--- src/rtl/snake_grid_renderer.sv ---
// -----------------------------------------------------------------------------
// snake_grid_renderer
//
// Pixel renderer for the Snake VGA path. The scan position (X, Y) is mapped
// onto a grid of square blocks. Each block is classified as head, body, fruit
// or empty, and the per-pixel colour index is produced for the VGA stage. The
// snake is held as a head register plus a shift buffer of body segments. New
// heads arrive through a valid/ready handshake. They are committed only on
// the commit line (X==0, Y==COMMIT_LINE), so a visible frame never shows a
// half-updated snake.
//
// Ports
//   clock_25, reset          pixel clock, synchronous active-high reset
//   X, Y                     current scan position
//   fruit_x, fruit_y         fruit block, sampled every pixel
//   move_valid / move_ready  move handshake; move_ready=1 when no move is pending
//   new_head_x/y, grow       offered head block; grow keeps the tail
//   snake_length             live body segments (head excluded)
//   self_hit                 one-cycle pulse: committed head landed on the body
//   x_block, y_block         block of the pixel        (pipeline stage 2)
//   x_local, y_local         offset inside the block   (pipeline stage 2)
//   game_area                pixel lies inside the grid
//   selected_figure          0 empty, 1 head, 2 body, 3 fruit
//   game_enable, game_data   bitmap bit and colour index (0 when unlit)
// -----------------------------------------------------------------------------
module snake_grid_renderer #(
    parameter int PIXEL_DISPLAY_BIT = 9,
    parameter int BLOCK_BITS        = 3,
    parameter int COORD_BITS        = 7,
    parameter int GRID_W            = 80,
    parameter int GRID_H            = 60,
    parameter int MAX_LENGTH        = 16,
    parameter int LEN_BITS          = 5,
    parameter int INIT_X            = 40,
    parameter int INIT_Y            = 30,
    parameter int COMMIT_LINE       = 480
) (
    input  logic                       clock_25,
    input  logic                       reset,
    input  logic [PIXEL_DISPLAY_BIT:0] X,
    input  logic [PIXEL_DISPLAY_BIT:0] Y,
    input  logic [COORD_BITS-1:0]      fruit_x,
    input  logic [COORD_BITS-1:0]      fruit_y,
    input  logic                       move_valid,
    output logic                       move_ready,
    input  logic [COORD_BITS-1:0]      new_head_x,
    input  logic [COORD_BITS-1:0]      new_head_y,
    input  logic                       grow,
    output logic [LEN_BITS-1:0]        snake_length,
    output logic                       self_hit,
    output logic [COORD_BITS-1:0]      x_block,
    output logic [COORD_BITS-1:0]      y_block,
    output logic [BLOCK_BITS-1:0]      x_local,
    output logic [BLOCK_BITS-1:0]      y_local,
    output logic                       game_area,
    output logic [1:0]                 selected_figure,
    output logic                       game_enable,
    output logic [1:0]                 game_data
);

    localparam int PIX_W = PIXEL_DISPLAY_BIT + 1;

    localparam logic [PIX_W-1:0]      AREA_X    = PIX_W'(GRID_W << BLOCK_BITS);
    localparam logic [PIX_W-1:0]      AREA_Y    = PIX_W'(GRID_H << BLOCK_BITS);
    localparam logic [PIX_W-1:0]      COMMIT_Y  = PIX_W'(COMMIT_LINE);
    localparam logic [BLOCK_BITS-1:0] LOCAL_MAX = '1;
    localparam logic [LEN_BITS-1:0]   LEN_MAX   = LEN_BITS'(MAX_LENGTH);

    typedef enum logic [1:0] {
        FIG_EMPTY = 2'd0,
        FIG_HEAD  = 2'd1,
        FIG_BODY  = 2'd2,
        FIG_FRUIT = 2'd3
    } figure_e;

    typedef enum logic {
        MV_IDLE,
        MV_PENDING
    } move_state_e;

    // ------------------------------------------------------------------
    // Pixel pipeline, stage 1: block mapping and area test
    // ------------------------------------------------------------------
    logic [COORD_BITS-1:0] s1_xb_d, s1_yb_d, s1_xb_q, s1_yb_q;
    logic [BLOCK_BITS-1:0] s1_xl_d, s1_yl_d, s1_xl_q, s1_yl_q;
    logic                  s1_area_d, s1_area_q;

    assign s1_xb_d   = COORD_BITS'(X >> BLOCK_BITS);
    assign s1_yb_d   = COORD_BITS'(Y >> BLOCK_BITS);
    assign s1_xl_d   = X[BLOCK_BITS-1:0];
    assign s1_yl_d   = Y[BLOCK_BITS-1:0];
    assign s1_area_d = (X < AREA_X) && (Y < AREA_Y);

    // ------------------------------------------------------------------
    // Snake state
    // ------------------------------------------------------------------
    move_state_e           state_q, state_d;
    logic                  accept, commit;
    logic [COORD_BITS-1:0] head_x_q, head_y_q;
    logic [COORD_BITS-1:0] seg_x_q [MAX_LENGTH];
    logic [COORD_BITS-1:0] seg_y_q [MAX_LENGTH];
    logic [LEN_BITS-1:0]   len_q, len_d;
    logic [COORD_BITS-1:0] pend_x_q, pend_y_q;
    logic                  pend_grow_q;
    logic                  self_hit_q, self_hit_d;

    // The commit test needs a move already pending, so a move accepted on the
    // commit cycle itself waits for the next frame's commit line.
    assign commit = (state_q == MV_PENDING) && (X == '0) && (Y == COMMIT_Y);

    // NOTE: every signal driven here gets a default first, so no latch is inferred.
    always_comb begin
        state_d = state_q;
        accept  = 1'b0;
        case (state_q)
            MV_IDLE: begin
                if (move_valid) begin
                    accept  = 1'b1;
                    state_d = MV_PENDING;
                end
            end
            MV_PENDING: begin
                if (commit) begin
                    state_d = MV_IDLE;
                end
            end
            default: state_d = MV_IDLE;
        endcase
    end

    // Self-collision: the pending head against the pre-commit body. The tail
    // slot counts even when it is about to drop out.
    always_comb begin
        self_hit_d = 1'b0;
        for (int i = 0; i < MAX_LENGTH; i++) begin
            if ((LEN_BITS'(i) < len_q) && (seg_x_q[i] == pend_x_q) && (seg_y_q[i] == pend_y_q)) begin
                self_hit_d = 1'b1;
            end
        end
        self_hit_d = self_hit_d && commit;
    end

    // At MAX_LENGTH a grow is ignored and the shift simply drops the tail.
    always_comb begin
        len_d = len_q;
        if (commit && pend_grow_q && (len_q < LEN_MAX)) begin
            len_d = len_q + LEN_BITS'(1);
        end
    end

    // NOTE: sequential state uses non-blocking assignments, so every register samples pre-edge values.
    always_ff @(posedge clock_25) begin
        if (reset) begin
            state_q    <= MV_IDLE;
            head_x_q   <= COORD_BITS'(INIT_X);
            head_y_q   <= COORD_BITS'(INIT_Y);
            len_q      <= '0;
            self_hit_q <= 1'b0;
        end else begin
            state_q    <= state_d;
            len_q      <= len_d;
            self_hit_q <= self_hit_d;
            if (commit) begin
                head_x_q <= pend_x_q;
                head_y_q <= pend_y_q;
            end
        end
    end

    // NOTE: segment and pending-move storage has no reset; slots past snake_length are masked and the pending slot is only read while a move is pending.
    always_ff @(posedge clock_25) begin
        if (accept) begin
            pend_x_q    <= new_head_x;
            pend_y_q    <= new_head_y;
            pend_grow_q <= grow;
        end
        if (commit) begin
            seg_x_q[0] <= head_x_q;
            seg_y_q[0] <= head_y_q;
            for (int i = 1; i < MAX_LENGTH; i++) begin
                seg_x_q[i] <= seg_x_q[i-1];
                seg_y_q[i] <= seg_y_q[i-1];
            end
        end
    end

    // ------------------------------------------------------------------
    // Pixel pipeline, stage 2: figure classification and bitmap lookup
    // ------------------------------------------------------------------
    logic    body_match;
    figure_e fig_d;
    logic    lit_d;
    logic [1:0] data_d;

    always_comb begin
        body_match = 1'b0;
        for (int i = 0; i < MAX_LENGTH; i++) begin
            if ((LEN_BITS'(i) < len_q) && (seg_x_q[i] == s1_xb_q) && (seg_y_q[i] == s1_yb_q)) begin
                body_match = 1'b1;
            end
        end
    end

    always_comb begin
        fig_d = FIG_EMPTY;
        if (s1_area_q) begin
            if ((head_x_q == s1_xb_q) && (head_y_q == s1_yb_q)) begin
                fig_d = FIG_HEAD;
            end else if (body_match) begin
                fig_d = FIG_BODY;
            end else if ((fruit_x == s1_xb_q) && (fruit_y == s1_yb_q)) begin
                fig_d = FIG_FRUIT;
            end
        end
    end

    always_comb begin
        lit_d = 1'b0;
        case (fig_d)
            FIG_HEAD:  lit_d = 1'b1;
            // Body blocks leave a one-pixel dark ring so adjacent segments stay distinct.
            FIG_BODY:  lit_d = (s1_xl_q != '0) && (s1_xl_q != LOCAL_MAX) &&
                               (s1_yl_q != '0) && (s1_yl_q != LOCAL_MAX);
            // Fruit is a checkerboard.
            FIG_FRUIT: lit_d = (s1_xl_q[0] == s1_yl_q[0]);
            default:   lit_d = 1'b0;
        endcase
        data_d = lit_d ? fig_d : FIG_EMPTY;
    end

    logic [COORD_BITS-1:0] xb_q, yb_q;
    logic [BLOCK_BITS-1:0] xl_q, yl_q;
    logic                  area_q, lit_q;
    logic [1:0]            fig_q, data_q;

    always_ff @(posedge clock_25) begin
        if (reset) begin
            s1_xb_q   <= '0;
            s1_yb_q   <= '0;
            s1_xl_q   <= '0;
            s1_yl_q   <= '0;
            s1_area_q <= 1'b0;
            xb_q      <= '0;
            yb_q      <= '0;
            xl_q      <= '0;
            yl_q      <= '0;
            area_q    <= 1'b0;
            fig_q     <= '0;
            lit_q     <= 1'b0;
            data_q    <= '0;
        end else begin
            s1_xb_q   <= s1_xb_d;
            s1_yb_q   <= s1_yb_d;
            s1_xl_q   <= s1_xl_d;
            s1_yl_q   <= s1_yl_d;
            s1_area_q <= s1_area_d;
            xb_q      <= s1_xb_q;
            yb_q      <= s1_yb_q;
            xl_q      <= s1_xl_q;
            yl_q      <= s1_yl_q;
            area_q    <= s1_area_q;
            fig_q     <= fig_d;
            lit_q     <= lit_d;
            data_q    <= data_d;
        end
    end

    assign move_ready      = (state_q == MV_IDLE);
    assign snake_length    = len_q;
    assign self_hit        = self_hit_q;
    assign x_block         = xb_q;
    assign y_block         = yb_q;
    assign x_local         = xl_q;
    assign y_local         = yl_q;
    assign game_area       = area_q;
    assign selected_figure = fig_q;
    assign game_enable     = lit_q;
    assign game_data       = data_q;

endmodule

--- config.mk ---
export PLATFORM = sky130hd
export DESIGN_NAME = snake_grid_renderer
export DESIGN_NICKNAME = d
export VERILOG_FILES = /design/src/rtl/snake_grid_renderer.sv
export SDC_FILE = /design/constraint.sdc
export NUM_CORES = 1
export LEC_CHECK = 0
export CAP_MARGIN = 5
export CORE_AREA = 3 3 172 174
export CTS_BUF_LIST = sky130_fd_sc_hd__clkbuf_4
export DETAILED_ROUTE_END_ITERATION = 16
export DIE_AREA = 0 0 175 177
export PLACE_DENSITY = 0.76
export REMOVE_ABC_BUFFERS = 1
export SLEW_MARGIN = 20
export SYNTH_ARGS = -nofsm -noshare
export SYNTH_HDL_FRONTEND = slang
export SYNTH_SLANG_ARGS = --single-unit
--- constraint.sdc ---
create_clock -name clock_25 -period 18.55 [get_ports clock_25]
set_input_delay 1.855 -clock clock_25 [delete_from_list [all_inputs] [get_ports clock_25]]
set_output_delay 1.855 -clock clock_25 [all_outputs]
set_load 0.005 [all_outputs]
# ---- After elaboration in Yosys (flattened, before gate mapping)
# Memories as Yosys holds them, arrays and structs flattened.
# Cells that the tools add are included.
dict set report word_totals {
  mem_count 2
  ramBits 224
  elab_cells 242
  in_bits 52
  regBits 83
}
# memory depth word_bits rd rd_clocked_by_memory_dff write_ports line
set memory_table {}
lappend memory_table {seg_x_q 16 7 16 0 16 100} ;# logic [COORD_BITS-1:0] seg_x_q [MAX_LENGTH];
lappend memory_table {seg_y_q 16 7 16 0 16 101} ;# logic [COORD_BITS-1:0] seg_y_q [MAX_LENGTH];
dict set report op_classes {
  magnitude_cmp 19
  reduce_logical 79
  add_sub_neg 1
  n_bitwise 2
  n_mux 43
  n_eq_ne 75
}
# op n
set op_table {}
lappend op_table {{7-bit == test} 68}
lappend op_table {{1-bit logical AND} 75}
lappend op_table {{4-bit by 5-bit < comparator with 1-bit output, first input constant} 8}
lappend op_table {{1-bit 2-to-1 mux} 37}
lappend op_table {{3-bit by 5-bit < comparator with 1-bit output, first input constant} 4}
lappend op_table {{10-bit by 9-bit == test with 1-bit output, second input constant} 1}
lappend op_table {{10-bit logical NOT} 1}
lappend op_table {{1-bit by 5-bit < comparator with 1-bit output, first input constant} 2}
lappend op_table {{10-bit < comparator, second input constant} 1}
lappend op_table {{10-bit by 9-bit < comparator with 1-bit output, second input constant} 1}
lappend op_table {{2-bit by 5-bit < comparator with 1-bit output, first input constant} 2}
lappend op_table {{2-bit 2-to-1 mux} 4}
lappend op_table {{3-bit != test, second input constant} 2}
lappend op_table {{3-bit nonzero test} 2}
lappend op_table {{5-bit by 1-bit adder with 5-bit output, second input constant} 1}
lappend op_table {{5-bit < comparator, second input constant} 1}
lappend op_table {{2-bit == test, second input constant} 2}
lappend op_table {{1-bit case mux with 3 select lines} 1}
lappend op_table {{2-bit by 1-bit == test with 1-bit output, second input constant} 1}
lappend op_table {{1-bit inverter} 2}
lappend op_table {{1-bit case mux with 2 select lines} 1}
lappend op_table {{2-bit OR reduction} 1}
lappend op_table {{1-bit == test} 1}

# ---- Depth between registers and ports, before layout
# Gate-level depths: netlist (run 1).
dict set report logic_depth {
  word_depth 26
  mapped_depth 10
  mapped_depth_nobuf 8
}

# ---- Worst setup path before layout (run 1)
# Ideal clock, no wire load.
dict set report synth_path {
  kind {in2reg}
  from {input port X[1]}
  to {memory seg_x_q[0][0], enable pin}
  setup_slack_ps 24
  arrival_time_ps 17441
  stages 3
  path_buffers 0
  t_required_ps 17466
  path_cell_list {nor4_1 nand2_1 nor3_1}
}
# element line
set synth_rtl {}
lappend synth_rtl {{start: declaration} 40} ;# input logic [PIXEL_DISPLAY_BIT:0] X,
lappend synth_rtl {{end: declaration} 100}

==> results of run 1 <==
==> cell type report <==
cell class	instances	area [um^2]
inverter	4	15.01
multi-input combinational	901	6810
sequential	307	8538
timing repair buffer	121	1114
clock buffer	120	900.9
tap	378	473.0
fill	2150	9980
clock inverter	19	101.3
antenna	1	2.502
==> synth_stat cells (all sizes together), types with 5 or more instances <==
cell and instances:
mux2i 9, xnor2 220, nand4 76, clkbuf 25, a21oi 7, edfxtp 239, nor4 109, dfxtp 68
nand3 20, nor2b 49, a211o 6, nor2 33, xor2 264, nand4b 5, buf 47, a211oi 5
a31oi 7, nand2 21, nor3 22
==> critical path, cell delays in order <==
cell	delay (ps)
clkdlybuf4s50_1	460
nor4_1	320
nand2_1	180
nor3_2	170
buf_4	730
buf_4	920
==> cell usage in the layout, fill, tap and decap left out, types with 20 or more instances in the layout <==
| cell | Yosys | final |
|---|---|---|
| clkdlybuf4s50_1 | 0 | 83 |
| nor2b_1 | 49 | 49 |
| nand4_1 | 76 | 76 |
| dfxtp_1 | 68 | 68 |
| nand2_1 | 21 | 21 |
| nor2_1 | 33 | 33 |
| edfxtp_1 | 239 | 239 |
| buf_4 | 8 | 37 |
| nor4_1 | 109 | 109 |
| xnor2_1 | 220 | 220 |
| nor3_1 | 22 | 20 |
| nand3_1 | 20 | 20 |
| xor2_1 | 264 | 264 |
| clkbuf_4 | 0 | 120 |
==> kinds of logic after synthesis <==
kind of cell | count (synthesis) | synth area share, %
compound gates | 45 | 2.070
fa+ha+maj | 1 | 0.07929
flops | 307 | 54.12
mux | 9 | 0.5710
buf+inv | 76 | 2.783
xor+xnor | 484 | 26.87
simple gates | 362 | 13.51
==> state kept, by name, summed over array words and instances, names as in the netlist, 2 cells and up <==
name and flops:
game_data 2, head_x_q 7, head_y_q 7, pend_x_q 7, pend_y_q 7, s1_xb_q 7, s1_xl_q 3, s1_yb_q 7
s1_yl_q 3, seg_x_q 112, seg_y_q 112, selected_figure 2, snake_length 5, x_block 7, x_local 3, y_block 7
y_local 3
==> worst paths after layout <==
path	cells after the start	slack (ps)	endpoint
setup / recovery	6	14120	seg_x_q[1][25]
hold / removal	0	480	seg_x_q[0][3]
setup reg to reg	8	14940	game_data[1]
hold reg to reg	0	480	seg_x_q[0][3]
==> where the power goes <==
| group | internal, W | total (W) | leakage, nW | switching (W) |
|---|---|---|---|---|
| logic | 0.0000505 | 0.000122 | 2.68 | 0.0000720 |
| registers | 0.000738 | 0.000748 | 2.48 | 0.00000979 |
| clock network | 0.000297 | 0.000581 | 0.597 | 0.000284 |
| total | 0.00109 | 0.00145 | 5.75 | 0.000366 |
==> stage by stage <==
stage | worst slack, ps | instance area, um^2 | hold WS (ps)
final | 14120 | 17950 | 475.4
after global routing | 13980 | 17950 | 489.1
after CTS | 14220 | 17950 | 477.7
after detailed placement | 13490 | 16950 | 460.1
after global placement | 13540 | 16950 | 455.8
after floorplan | 24.19 | 15350 | 442.1
==> layer usage <==
metal  GRT usage, %  wire, um  vias to the layer above
met5              0         0                        -
met4          14.73      2640                        0
met3          8.709      5623                      214
met2          47.56     21490                      847
met1          40.79     18660                     5534
li1               -         -                     4935
==> run summary, run 1 <==
Setup Fix Bufs, Post-CTS: 0
Peak VDD IR: 0.00006156 V
Synthesis-to-layout area growth: 13.80%
P_leak: 5.754 nW
Top_reg_cell synth: edfxtp_1
Total grt overflow: 0
Via density: 6.229
Final net count: 1468
Final slew viol count: 0
Largest net degree at the start of global routing: 83
WP data arrival: 4740 ps
Sink Count: 307
Initial Util: 56.48%
Hold violation total from the final report: 0
Maximum root-to-sink buffer count: 3
Synth async-reset ratio: 0%
Dpl cells: 1711
Row count: 61
Later-pin clock latency in the skew report: 750 ps
Die Wd: 175 um
Setup CP Type: input pin to flop
Fmax: 0.2257 GHz
Port Buffers: 84
Fin util: 64.27%
CP Launch Point: X[9]
CTS Buf Count: 80
Design Power: 0.001451 W
Routed Antenna Nets: 0
Crit path time final: 4431 ps
EDFF count, synth: 239
GRT Total Usage: 30.94%
Worst Hold Class: flop to flop
Yosys reg bits: 307
CTS clk-pin slew, worst paths: 60 ps
Dpl hpwl: 31.69 mm
Ranking of synthesized cells by area: edfxtp_1 45%, xor2_1 15%, xnor2_1 12%
Vias in the first global route: 11570
Final Setup Violations: 0
Syn Area/Cell: 12.29 um^2
CTS tree: built
Worst-path maximum fanout: 82
Crit end category: flop
Synth Instances: 1284
Post-synth top area cell: edfxtp_1
H-Tree Depth: 3
Die area: 0.03098 mm^2
Period utilization: 23.88%
Layout cell share with drive strength beyond 1: 11.75%
Slew @ Worst Pin: 1203 ps
Top-area cell type share of the netlist area: 45.49%
CTS resizes: 0
Worst setup SP type: input pin
PD cells: 80.82 mW/mm^2
Synthesized area: 0.01578 mm^2
Core area: 0.02793 mm^2
Root Driver: clkbuf_4
Drt wl/cell: 26.16 um
RSZ-0062 raised after global routing: no
Worst slew margin: 19.05%
Vias after detailed routing: 11530
Initial antenna violation count: 1
Final Skew: 69.16 ps
Total Wirelength: 48.42 mm
Status: completed
TNS Setup: 0 ps
MaxCap Viol Count: 0
GP Congestion: 0.9544
Hold Startpoint: head_x_q[3]
Count of hold buffers inserted by post-cts repair: 0
Drt first pass iters: 5
DR iter-0 viols: 1531
Global-route wire length before repair: 71.02 mm
Final non-filler cell total: 1851
Reg2reg start: s1_xb_q[5]
Synth warn: 0
Die height: 177 um
Sequential fraction of the synthesis area: 54.12%
WP data required: 18860 ps
Netlist cell types: 52
IO Pins: 85
DR DRC count: 0
(Power assumes the default switching activity.)
==> run 2, diff against run 1 <==
--- a/config.mk
+++ b/config.mk
@@ -10,7 +10,7 @@
 export CTS_BUF_LIST = sky130_fd_sc_hd__clkbuf_4
 export DETAILED_ROUTE_END_ITERATION = 16
 export DIE_AREA = 0 0 175 177
-export PLACE_DENSITY = 0.76
+export PLACE_DENSITY = 0.73
 export REMOVE_ABC_BUFFERS = 1
 export SLEW_MARGIN = 20
 export SYNTH_ARGS = -nofsm -noshare
==> constraint.sdc (replaced) <==
create_clock -name clock_25 -period 4.32 [get_ports clock_25]
set_input_delay 0.432 -clock clock_25 [delete_from_list [all_inputs] [get_ports clock_25]]
set_output_delay 0.432 -clock clock_25 [all_outputs]
set_load 0.005 [all_outputs]
==> run 2 against run 1 <==
Core utilization up 1.1 points; design area up 1.8%; non-clock buffer count up 20; flip-flop and latch count unchanged; first-iteration DRC count up 4.2%; largest power group unchanged.
==> run summary, run 2 (synthesized netlist as in run 1, its figures left out) <==
Core area: 0.02793 mm^2 (unchanged)
Worst path slowest cell: edfxtp_1 (was buf_4)
Die Wd: 175 um (unchanged)
Final net count: 1491 (was 1468)
CTS Buf Count: 83 (was 80)
Synthesis-to-layout area growth: 15.80% (was 13.80%)
Crit-path cells: buf_4 -> xnor2_1 -> nand4_1 -> nor4_1 -> a31oi_1 -> nand4_1 -> nor4_1 -> nor3b_1 (was clkdlybuf4s50_1 -> nor4_1 -> nand2_1 -> nor3_2 -> buf_4 -> buf_4)
MaxCap Viol Count: 0 (unchanged)
Period utilization: 72.99%
Setup CP Type: flop to flop (was input pin to flop)
DP Area: 0.01714 mm^2 (was 0.01695 mm^2)
H-Tree Depth: 3 (unchanged)
RSZ-0062 raised after global routing: no (unchanged)
Total Wirelength: 52.45 mm (was 48.42 mm)
Largest net degree at the start of global routing: 81 (was 83)
Count of hold buffers inserted by post-cts repair: 0 (unchanged)
PD cells: 354.2 mW/mm^2 (was 80.82 mW/mm^2)
Worst slew margin: 20.74% (was 19.05%)
Met3 WL post-DR: 5.664 mm (was 5.623 mm)
Via density: 6.184 (was 6.229)
Hold violation total from the final report: 0 (unchanged)
Vias after detailed routing: 11680 (was 11530)
Routed Antenna Nets: 0 (unchanged)
Hold depth: 3 (was 0)
Fmax: 0.3171 GHz
Crit path time final: 3153 ps
WP data required: 4960 ps (was 18860 ps)
Commonest non-fill, non-tap cell in the layout: xor2_1 (unchanged)
Die height: 177 um (unchanged)
Largest regs: seg_x_q (112), seg_y_q (112) (unchanged)
Global-route wire length before repair: 76.13 mm (was 71.02 mm)
Port Buffers: 84 (unchanged)
Slowest stage delay, CP: 1140 ps (was 920 ps)
IO Pins: 85 (unchanged)
CTS resizes: 0 (unchanged)
Worst setup margin: 1167 ps (was 14120 ps)
Root Driver: clkbuf_4 (unchanged)
Dpl cells: 1731 (was 1711)
Initial antenna violation count: 4 (was 1)
Placement Setup Slack: 1302 ps (was 13490 ps)
WP data arrival: 3790 ps (was 4740 ps)
Sink Count: 307 (unchanged)
CTS clk-pin slew, worst paths: 80 ps (was 60 ps)
Commonest non-fill, non-tap cells in the layout: 264 x xor2_1, 239 x edfxtp_1, 220 x xnor2_1, 136 x clkbuf_4, 109 x nor4_1 (was 264 x xor2_1, 239 x edfxtp_1, 220 x xnor2_1, 120 x clkbuf_4, 109 x nor4_1)
Final Skew: 35.20 ps (was 69.16 ps)
Peak VDD IR: 0.0002727 V (was 0.00006156 V)
Drt first pass iters: 5 (unchanged)
Row count: 61 (unchanged)
Met2 wire length: 24.09 mm (was 21.49 mm)
Worst Hold Class: input pin to flop (was flop to flop)
Initial Util: 56.48% (unchanged)
Worst setup SP type: flop (was input pin)
Final slew viol count: 0 (unchanged)
Worst-path maximum fanout: 11 (was 82)
Drt wl/cell: 27.78 um (was 26.16 um)
Layout cell share with drive strength beyond 1: 13.93% (was 11.75%)
Crit end category: flop (unchanged)
Slew @ Worst Pin: 1189 ps (was 1203 ps)
Worst r2r path cells: 8 (unchanged)
CTS tree: built (unchanged)
Vias in the first global route: 11720 (was 11570)
Later-pin clock latency in the skew report: 720 ps (was 750 ps)
DR DRC count: 0 (unchanged)
Post-Route M1 WL: 19.62 mm (was 18.66 mm)
GRT Total Usage: 33.79% (was 30.94%)
Final Setup Violations: 0 (unchanged)
Dpl hpwl: 36.94 mm (was 31.69 mm)
Status: completed (unchanged)
Setup Fix Bufs, Post-CTS: 0 (unchanged)
Die area: 0.03098 mm^2 (unchanged)
Max layer used: met5 (was met4)
P_leak: 5.934 nW (was 5.754 nW)
Maximum root-to-sink buffer count: 3 (unchanged)
Total grt overflow: 0 (unchanged)
GP Congestion: 0.9875 (was 0.9544)
Design Power: 0.006471 W (was 0.001451 W)
Final non-filler cell total: 1888 (was 1851)
Fin area: 0.01827 mm^2 (was 0.01795 mm^2)
DR iter-0 viols: 1595 (was 1531)
==> run 2: cell types whose count changed in the layout (fill, tap and decap cells not counted) <==
cell	previous run	this run
clkbuf_4	120	136
clkinv_2	2	3
diode_2	1	2
clkinv_4	2	0
buf_4	37	54
inv_6	2	4
buf_12	0	3
clkinv_1	10	9
clkinvlp_4	2	3
inv_2	1	0
==> run 2: metal layers <==
metal  track usage [%]  up-vias
li1                  -     4992
met4             18.72        4
met2             53.09      798
met1             42.58     5661
met3             9.266      221
met5                 0        -
==> run 2: layout make-up <==
cell class / count / area (um^2)
timing repair buffer: 141 / 1301
sequential: 307 / 8538
multi-input combinational: 901 / 6810
inverter: 4 / 15.01
antenna: 2 / 5.005
clock inverter: 19 / 106.4
fill: 2205 / 9664
clock buffer: 136 / 1021
tap: 378 / 473.0
==> run 2: path summary, 6_finish.rpt <==
kind                from          end  slack [ps]
max          pend_x_q[2]     self_hit        1170
max reg2reg  pend_x_q[2]     self_hit        1170
min                reset  game_enable         140
min reg2reg   s1_yb_q[4]   y_block[4]         460
==> run 2: critical path, delay by kind of cell (launching register included) <==
family | cells | cell delay (ps)
flip-flops | 1 | 1140
XOR/XNOR | 1 | 150
buffers and inverters | 1 | 350
AO/OA/AOI/OAI | 1 | 190
AND/OR/NAND/NOR | 5 | 1220
==> run 2: stage by stage <==
| step | utilization (%) | TNS (ps) | hold slack [ps] |
|---|---|---|---|
| 6_report | 65.40 | 0 | 137.7 |
| 5_1_grt | 65.40 | 0 | 102.5 |
| 4_1_cts | 65.39 | 0 | 100.8 |
| 3_5_place_dp | 61.35 | 0 | 454.4 |
| 3_3_place_gp | 61.35 | 0 | 451.2 |
| 2_1_floorplan | - | -2876020 | 442.1 |
==> run 2: power breakdown <==
part	switching [W]	leakage (nW)	total [W]	internal [W]
Combinational	0.000289	2.79	0.000519	0.000230
Clock	0.00127	0.670	0.00271	0.00144
Sequential	0.0000723	2.48	0.00324	0.00317
